[config.mk]
export PLATFORM = sky130hd
export DESIGN_NAME = phase_rx
export DESIGN_NICKNAME = d
export VERILOG_FILES = /design/src/rtl/phase_pkg.sv /design/src/rtl/dr_sync.sv /design/src/rtl/phase_rx.sv
export SDC_FILE = /design/constraint.sdc
export NUM_CORES = 1
export LEC_CHECK = 0
export ABC_AREA = 1
export BUFFER_PORTS_ARGS = -buffer_cell sky130_fd_sc_hd__buf_2
export CAP_MARGIN = 5
export CORE_MARGIN = 10
export CORE_UTILIZATION = 52
export DETAILED_ROUTE_END_ITERATION = 8
export PLACE_DENSITY = 0.87
export SYNTH_ARGS = -nofsm -noshare
export SYNTH_HDL_FRONTEND = slang
export SYNTH_SLANG_ARGS = --single-unit
[constraint.sdc]
create_clock -name clk -period 1.6 [get_ports clk]
set_input_delay 0.08 -clock clk [delete_from_list [all_inputs] [get_ports clk]]
set_output_delay 0.08 -clock clk [all_outputs]
set_load 0.05 [all_outputs]
[src/rtl/phase_pkg.sv]
// Shared types and constants for the dual-rail phase ring receiver.
package phase_pkg;

  typedef enum logic [1:0] {IDLE, EXEC, WAIT_NULL, ERR} state_t;

  localparam logic [1:0] DR_NULL = 2'b00;
  localparam logic [1:0] DR_ZERO = 2'b01;
  localparam logic [1:0] DR_ONE  = 2'b10;
  localparam logic [1:0] DR_ILL  = 2'b11;

  typedef logic [1:0] ph_idx_t;

  localparam ph_idx_t PH0 = 2'd0;
  localparam ph_idx_t PH1 = 2'd1;
  localparam ph_idx_t PH2 = 2'd2;

  function automatic ph_idx_t ph_inc(input ph_idx_t p);
    return (p == PH2) ? PH0 : ph_idx_t'(p + 2'd1);
  endfunction

endpackage

[src/rtl/dr_sync.sv]
// Synchroniser plus two-sample stability filter for one 2-bit dual-rail bus.
module dr_sync
  import phase_pkg::*;
#(
  parameter int unsigned SYNC_STAGES = 2
) (
  input  logic       clk,
  input  logic       rst_n,
  input  logic [1:0] din,
  output logic [1:0] word,
  output logic       stable
);

  logic [1:0] sync_q [SYNC_STAGES];
  logic [1:0] filt_q;

  always_ff @(posedge clk or negedge rst_n) begin
    if (!rst_n) begin
      for (int i = 0; i < SYNC_STAGES; i++) sync_q[i] <= DR_NULL;
      filt_q <= DR_NULL;
    end else begin
      sync_q[0] <= din;
      for (int i = 1; i < SYNC_STAGES; i++) sync_q[i] <= sync_q[i-1];
      filt_q <= sync_q[SYNC_STAGES-1];
    end
  end

  // Codeword is trusted only once two consecutive synchronised samples agree.
  assign word   = filt_q;
  assign stable = (sync_q[SYNC_STAGES-1] == filt_q);

endmodule

[src/rtl/phase_rx.sv]
// Clocked receiver closing the dual-rail phase ring handshake: PH0 -> PH1 -> PH2
// tokens become one-cycle strobes, op_done completion becomes the ring ack.
module phase_rx
  import phase_pkg::*;
#(
  parameter int unsigned SYNC_STAGES = 2,
  parameter int unsigned TIMEOUT     = 255,
  parameter int unsigned CNT_W       = 8
) (
  input  logic             clk,
  input  logic             rst_n,
  input  logic [1:0]       ph0,
  input  logic [1:0]       ph1,
  input  logic [1:0]       ph2,
  input  logic             op_done,
  output logic             ack,
  output logic [2:0]       ph_strobe,
  output logic             ph_bit,
  output logic             err,
  output logic [CNT_W-1:0] cyc_cnt
);

  localparam int unsigned TMO_W = $clog2(TIMEOUT + 1);

  logic [1:0] word [3];
  logic [2:0] stable;

  dr_sync #(.SYNC_STAGES(SYNC_STAGES)) u_sync0 (
    .clk(clk), .rst_n(rst_n), .din(ph0), .word(word[0]), .stable(stable[0])
  );
  dr_sync #(.SYNC_STAGES(SYNC_STAGES)) u_sync1 (
    .clk(clk), .rst_n(rst_n), .din(ph1), .word(word[1]), .stable(stable[1])
  );
  dr_sync #(.SYNC_STAGES(SYNC_STAGES)) u_sync2 (
    .clk(clk), .rst_n(rst_n), .din(ph2), .word(word[2]), .stable(stable[2])
  );

  logic [2:0] is_valid, is_ill, is_null, is_one;

  always_comb begin
    is_valid = '0;
    is_ill   = '0;
    is_null  = '0;
    is_one   = '0;
    for (int i = 0; i < 3; i++) begin
      is_valid[i] = stable[i] && ((word[i] == DR_ZERO) || (word[i] == DR_ONE));
      is_ill[i]   = stable[i] && (word[i] == DR_ILL);
      is_null[i]  = stable[i] && (word[i] == DR_NULL);
      is_one[i]   = stable[i] && (word[i] == DR_ONE);
    end
  end

  state_t             state_q, state_d;
  ph_idx_t            exp_q, exp_d;
  logic [TMO_W-1:0]   tmo_q, tmo_d;
  logic [CNT_W-1:0]   cnt_q, cnt_d;
  logic [2:0]         strobe_q, strobe_d;
  logic               bit_q, bit_d;
  logic               ack_q, ack_d;
  logic               err_q, err_d;
  logic [2:0]         exp_oh;

  assign exp_oh = 3'b001 << exp_q;

  always_comb begin
    state_d  = state_q;
    exp_d    = exp_q;
    tmo_d    = tmo_q;
    cnt_d    = cnt_q;
    strobe_d = '0;
    bit_d    = bit_q;
    unique case (state_q)
      IDLE: begin
        tmo_d = '0;
        if ((|is_ill) || (|(is_valid & ~exp_oh))) begin
          state_d = ERR;
        end else if ((|(is_valid & exp_oh)) && (&(is_null | exp_oh))) begin
          state_d  = EXEC;
          strobe_d = exp_oh;
          bit_d    = |(is_one & exp_oh);
        end
      end
      EXEC: begin
        if (op_done) begin
          state_d = WAIT_NULL;
        end else if (tmo_q == TMO_W'(TIMEOUT - 1)) begin
          state_d = ERR;
        end else begin
          tmo_d = tmo_q + TMO_W'(1);
        end
      end
      WAIT_NULL: begin
        // Any other phase going non-NULL before the served one returns to NULL
        // means the ring lost its token ordering.
        if (|(stable & ~is_null & ~exp_oh)) begin
          state_d = ERR;
        end else if (&is_null) begin
          state_d = IDLE;
          exp_d   = ph_inc(exp_q);
          if (exp_q == PH2) cnt_d = cnt_q + CNT_W'(1);
        end
      end
      ERR:     state_d = ERR;
      default: state_d = ERR;
    endcase
    ack_d = (state_d == WAIT_NULL);
    err_d = (state_d == ERR);
  end

  always_ff @(posedge clk or negedge rst_n) begin
    if (!rst_n) begin
      state_q  <= IDLE;
      exp_q    <= PH0;
      tmo_q    <= '0;
      cnt_q    <= '0;
      strobe_q <= '0;
      bit_q    <= 1'b0;
      ack_q    <= 1'b0;
      err_q    <= 1'b0;
    end else begin
      state_q  <= state_d;
      exp_q    <= exp_d;
      tmo_q    <= tmo_d;
      cnt_q    <= cnt_d;
      strobe_q <= strobe_d;
      bit_q    <= bit_d;
      ack_q    <= ack_d;
      err_q    <= err_d;
    end
  end

  assign ack       = ack_q;
  assign ph_strobe = strobe_q;
  assign ph_bit    = bit_q;
  assign err       = err_q;
  assign cyc_cnt   = cnt_q;

endmodule

# After elaboration in Yosys (flattened, before gate mapping)
# Index checks and enable logic that the tools add are counted.
totals:
  register_bits: 44
classes:
  add_sub_neg: 3
  n_eq_ne: 21
  shifts: 1
  mux: 14
  bitwise: 10
  n_reduce_logical: 33
op_table:
  columns: ["cell", "count"]
  rows:
  - ["2-bit equality test, second input constant", 11]
  - ["8-bit by 1-bit adder with 8-bit output, second input constant", 2]
  - ["8-bit 2-to-1 mux", 2]
  - ["8-bit case mux with 2 select lines", 1]
  - ["3-bit bitwise AND", 5]
  - ["3-bit OR reduction", 5]
  - ["2-bit 2-to-1 mux", 7]
  - ["1-bit logical AND", 13]
  - ["3-bit AND reduction", 4]
  - ["3-bit 2-to-1 mux", 3]
  - ["2-bit by 1-bit equality test with 1-bit output, second input constant", 4]
  - ["8-bit equality test, second input constant", 1]
  - ["2-bit logical NOT", 4]
  - ["2-bit case mux with 4 select lines", 1]
  - ["2-bit equality test", 3]
  - ["3-bit NOT", 2]
  - ["6-bit AND reduction", 1]
  - ["5-bit AND reduction", 1]
  - ["1-bit logical OR", 4]
  - ["2-bit != test, second input constant", 2]
  - ["3-bit OR", 1]
  - ["1-bit by 2-bit << shifter with 3-bit output, first input constant", 1]
  - ["2-bit by 1-bit adder with 2-bit output, second input constant", 1]
  - ["1-bit NOT", 2]
  - ["2-bit nonzero test", 1]

# Logic depth before layout (Yosys ltp)
depth:
  word_depth: 10
  depth_mapped: 13

# Cells and area by module
# From an unflattened synthesis, not the netlist that was laid out.
unflattened:
  hier_cells: 265
  area_unflattened_um2: 2228.4
by_module_without_submodules:
  columns: ["mod", "n_inst", "cells_each", "area_each_um2"]
  rows:
  - ["phase_rx", 1, 214, 1654.1]
  - ["dr_sync", 3, 17, 191.4]

# Least setup slack after synthesis
# Ideal clock, no wire load.
synth_timing:
  path_kind: "flip-flop to flip-flop"
  startpoint: "reg cnt_q[0], in the netlist cyc_cnt[0]"
  endpoint: "reg cnt_q[6], in the netlist cyc_cnt[6]"
  setup_time_ps: 67
  arrival_time_ps: 1575
  t_required_ps: 1533
  slack_ps: -42
  stages_incl_launch_ff: 7
  path_cell_list: "dfrtp_1 ha_1 nand3_1 nor3_1 xor2_1 nand4_1 nand2_1"
synth_via:
  elab_chain_cells: 1
synth_rtl:
  columns: ["item", "line_no", "source"]
  rows:
  - ["from (decl)", "phase_rx.sv:56", "logic [CNT_W-1:0] cnt_q, cnt_d;"]
  - ["from (signal assigned)", "phase_rx.sv:124", "cnt_q <= cnt_d;"]
  - ["8-bit by 1-bit adder with 8-bit output", "phase_rx.sv:100", "if (exp_q == PH2) cnt_d = cnt_q + CNT_W'(1);"]
# Every way passes these cells.
# A chain may end at the register's enable or synchronous reset.

# Worst setup path after layout
layout_timing:
  startpoint: "reg exp_q[0]"
  endpoint: "reg bit_q, in the netlist ph_bit"
layout_via:
  elab_chain_cells: 7
  elab_cells_between_ends: 14
  classes_between: "shift (1); bitwise (6); reduce/logical (7)"
layout_rtl:
  columns: ["item", "line_no", "source"]
  rows:
  - ["from (decl)", "phase_rx.sv:54", "ph_idx_t exp_q, exp_d;"]
  - ["from (signal assigned)", "phase_rx.sv:122", "exp_q <= exp_d;"]
  - ["1-bit by 2-bit << shifter with 3-bit output (*)", "phase_rx.sv:63", "assign exp_oh = 3'b001 << exp_q;"]
  - ["3-bit NOT", "phase_rx.sv:75", "if ((|is_ill) || (|(is_valid & ~exp_oh))) begin"]
  - ["3-bit bitwise AND", "phase_rx.sv:75", null]
  - ["3-bit OR reduction", "phase_rx.sv:75", null]
  - ["1-bit logical OR", "phase_rx.sv:75", null]
  - ["1-bit NOT (no line)", null, null]
  - ["3-bit AND reduction (no line)", null, null]
  - ["to (signal assigned)", "phase_rx.sv:126", "bit_q <= bit_d;"]
  - ["to (decl)", "phase_rx.sv:58", "logic bit_q, bit_d;"]
# Mark *: on every way between the ends. The rest lies on a longest branch, timed or not.

==> impl_metrics.tcl <==
set metrics [dict create \
    arrival_ns 1.84 \
    fin_util_pct 72.2 \
    die_area_sq_mm 0.00727 \
    ctsRootBufferMaster "clkbuf_8" \
    routedWlPerCell_um 16.2 \
    multi_input_area_sq_mm 0.00116 \
    routed_wirelength_mm 5.90 \
    synthSimpleGateAreaFrac_pct 30.4 \
    overflow 0 \
    grt.total_usage_pct 13.8 \
    area_growth_pct 32.4 \
    gp_congestion 0.898 \
    cts_buffers 5 \
    ios 23 \
    viasPerCell 5.66 \
    synth_compound_area_share_pct 1.92 \
    core_sq_mm 0.00406 \
    worst_setup_path_end_kind "register" \
    hold_viol 0 \
    fin_cells 363 \
    fp.dieW_um 85.2 \
    start_util_pct 54.5 \
    io_buffer_count 22 \
    period_share_pct 103 \
    synth_fa_ha_area_share_pct 6.78 \
    clkLatencyLatePin_ns 0.30 \
    yosys-top-cells-count "nand2_1, dfrtp_1, inv_1" \
    finalMaxSlewViolations 0 \
    clock_skew_ns 0.00733 \
    max_slew_margin_pct 63.9 \
    reg2reg_slack_ns -0.05 \
    yosys_register_bits 44 \
    crit_end "ph_bit$_DFFE_PN0P_" \
    p_leak_uw 0.00149 \
    synth-edff-count 0 \
    yosysWarnings 0 \
    ant_nets 0 \
    drv_cap 0 \
    grt_pass1_wl_mm 8.29 \
    p_per_area_mw_per_mm2 718 \
    post-synth-top-count-cell "nand2_1" \
    ys.flop_type "dfrtp_1" \
    cts_tree "done" \
    dp_cells 332 \
    path_clk_slew_ns 0.08 \
    synth_cell_types 24 \
    drt_iter0_drc 221 \
    crit_fanout 4 \
    dp_hpwl_mm 3.46 \
    pre_cts_ws_ns -0.0649 \
    reg2reg_depth 9 \
    synth_mux_area_share_pct 0 \
    clock_path_buffers 2 \
    synthCells 251 \
    routed-via-count 2054 \
    avgSynthCellArea_sq_um 8.82 \
    rr_endpoint "ph_bit$_DFFE_PN0P_" \
    r2r-start "exp_q[0]$_DFFE_PN0P_" \
    cts.sinks 44 \
    nFillCells 276 \
    synth_top_family_by_area "simple AND/OR/NAND/NOR gates" \
    synthArstFlopShare_pct 100 \
    worst-slew-pin-transition_ns 0.541 \
    synthXorXnorAreaFrac_pct 5.43 \
    hold_path_class "input port to register" \
    nets 333 \
    first_pass_iters 6 \
    layout-drive-gt1-share_pct 34.5 \
    netlist_area_sq_mm 0.00221 \
    synth_top_cell_by_area "dfrtp_1" \
    die_h_um 85.2 \
    rows 23 \
    grt_pass1_vias 1862 \
    setup_tns_ns -0.213 \
    worstPathRequired_ns 1.79 \
    setup_viol 11 \
    grt_max_degree 24 \
    drc 0 \
    violations "negative setup slack" \
    seq_area_sq_mm 0.00111 \
    synth_area_leaders "dfrtp_1, nand2_1, ha_1" \
    antenna_cells 0 \
    htreeDepth 2 \
    status "finished, violations left" \
    syn_nets 272 \
    fin_crit_ns 1.65 \
    peakVddDrop_mv 0.669 \
    antenna_found_initial 0 \
    critPathKind "register to register" \
    critPathLaunch "exp_q[0]$_DFFE_PN0P_" \
    hold_ws_ns 0.143 \
    yosysTopAreaCellShare_pct 49.7 \
    fmax_mhz 605 \
    layout_setup_ws_ns -0.0517 \
    synth-seq-area-share_pct 49.7 \
    grt_setup_unrepaired "yes" \
    startpoint_type "register" \
]
-- placed cells by master (no fill, tap or decap) --
cell type	n
nand4_1	15
buf_12	1
nor2_4	3
clkbuf_8	6
nand3_1	16
xnor2_4	1
inv_1	27
dlygate4sd3_1	7
o31ai_1	1
nor2_1	16
nand3_4	3
nand2_1	52
nor2_2	10
nor3_2	2
buf_2	22
ha_1	9
ha_4	3
a21oi_1	1
nand3b_1	2
nand2_4	4
o21ai_0	2
o21ai_1	3
xnor2_1	2
nand2_2	10
nor3_1	2
xnor2_2	1
buf_4	24
a21oi_2	1
nor3b_4	1
dfrtp_1	40
dfrtp_2	4
xor2_1	8
nand3_2	5
inv_2	7
clkbuf_1	2
-- flip-flops by register name, indices dropped and copies added (netlist names) --
| name | count |
|---|---|
| u_sync2.word | 2 |
| tmo_q | 8 |
| ack | 1 |
| state_q | 2 |
| ph_bit | 1 |
| u_sync0.word | 2 |
| err | 1 |
| ph_strobe | 3 |
| u_sync1.sync_q | 4 |
| u_sync2.sync_q | 4 |
| u_sync0.sync_q | 4 |
| cyc_cnt | 8 |
| exp_q | 2 |
| u_sync1.word | 2 |
-- final cells by class --
type	count	area share, %
multi-input combinational	173	39.7
sequential	44	37.7
timing repair buffer	54	13.0
inverter	34	4.35
clock buffer	8	3.07
tap	50	2.13
-- worst max-delay path: stages, from the launching register on --
cell and delay (ns):
dfrtp_1 0.40, buf_4 0.15, nor2_4 0.15, inv_2 0.10, nand4_1 0.14, nand3_1 0.13
nor2_2 0.19, nand3_2 0.14, nand2_1 0.08, nand2_1 0.06
-- layer usage --
metal | wire [um] | GRT usage, % | vias to the layer above | share of wire (%)
met4 | 218 | 5.54 | 0 | 3.7
li1 | - | - | 927 | -
met2 | 2940 | 23.4 | 136 | 50
met1 | 2190 | 15.3 | 956 | 37
met3 | 544 | 5.16 | 35 | 9.2
met5 | 0 | 0 | - | 0
-- cells by family (layout without fill, tap and decap cells) --
group / count (synthesis) / count (layout)
buf+inv: 34 / 96
xor+xnor: 12 / 12
fa+ha+maj: 12 / 12
compound gates: 8 / 8
simple gates: 141 / 141
flops: 44 / 44
-- power breakdown --
group,switching (uW),internal (uW)
registers,21.6,1130
logic,132,103
clock network,362,352
-- stage by stage --
stage          power, uW  cell area, sq um
2_1_floorplan       1250              2220
3_3_place_gp        1300              2470
3_5_place_dp        1310              2470
4_1_cts             2050              2700
5_1_grt             2200              2930
6_report            2110              2930
-- what timing repair did --
item                                    in CTS  in global routing
setup buffers                                6                 10
pin swaps                                    6                 11
hold buffers                                 7                  0
endpoints found under the setup margin      12                 22
endpoints found under the hold margin       27                  0
resized for setup                            8                 39
-- worst min path at each step --
stage | start | end | depth (start not counted)
floorplan | rst_n | ack$_DFF_PN0_ | 0
global placement | rst_n | u_sync1.sync_q[2]$_DFF_PN0_ | 1
detailed placement | rst_n | u_sync1.sync_q[2]$_DFF_PN0_ | 1
CTS | op_done | tmo_q[1]$_DFFE_PN0P_ | 4
global route | op_done | tmo_q[1]$_DFFE_PN0P_ | 4
finish | op_done | tmo_q[1]$_DFFE_PN0P_ | 4
(Power assumes the default switching activity.)
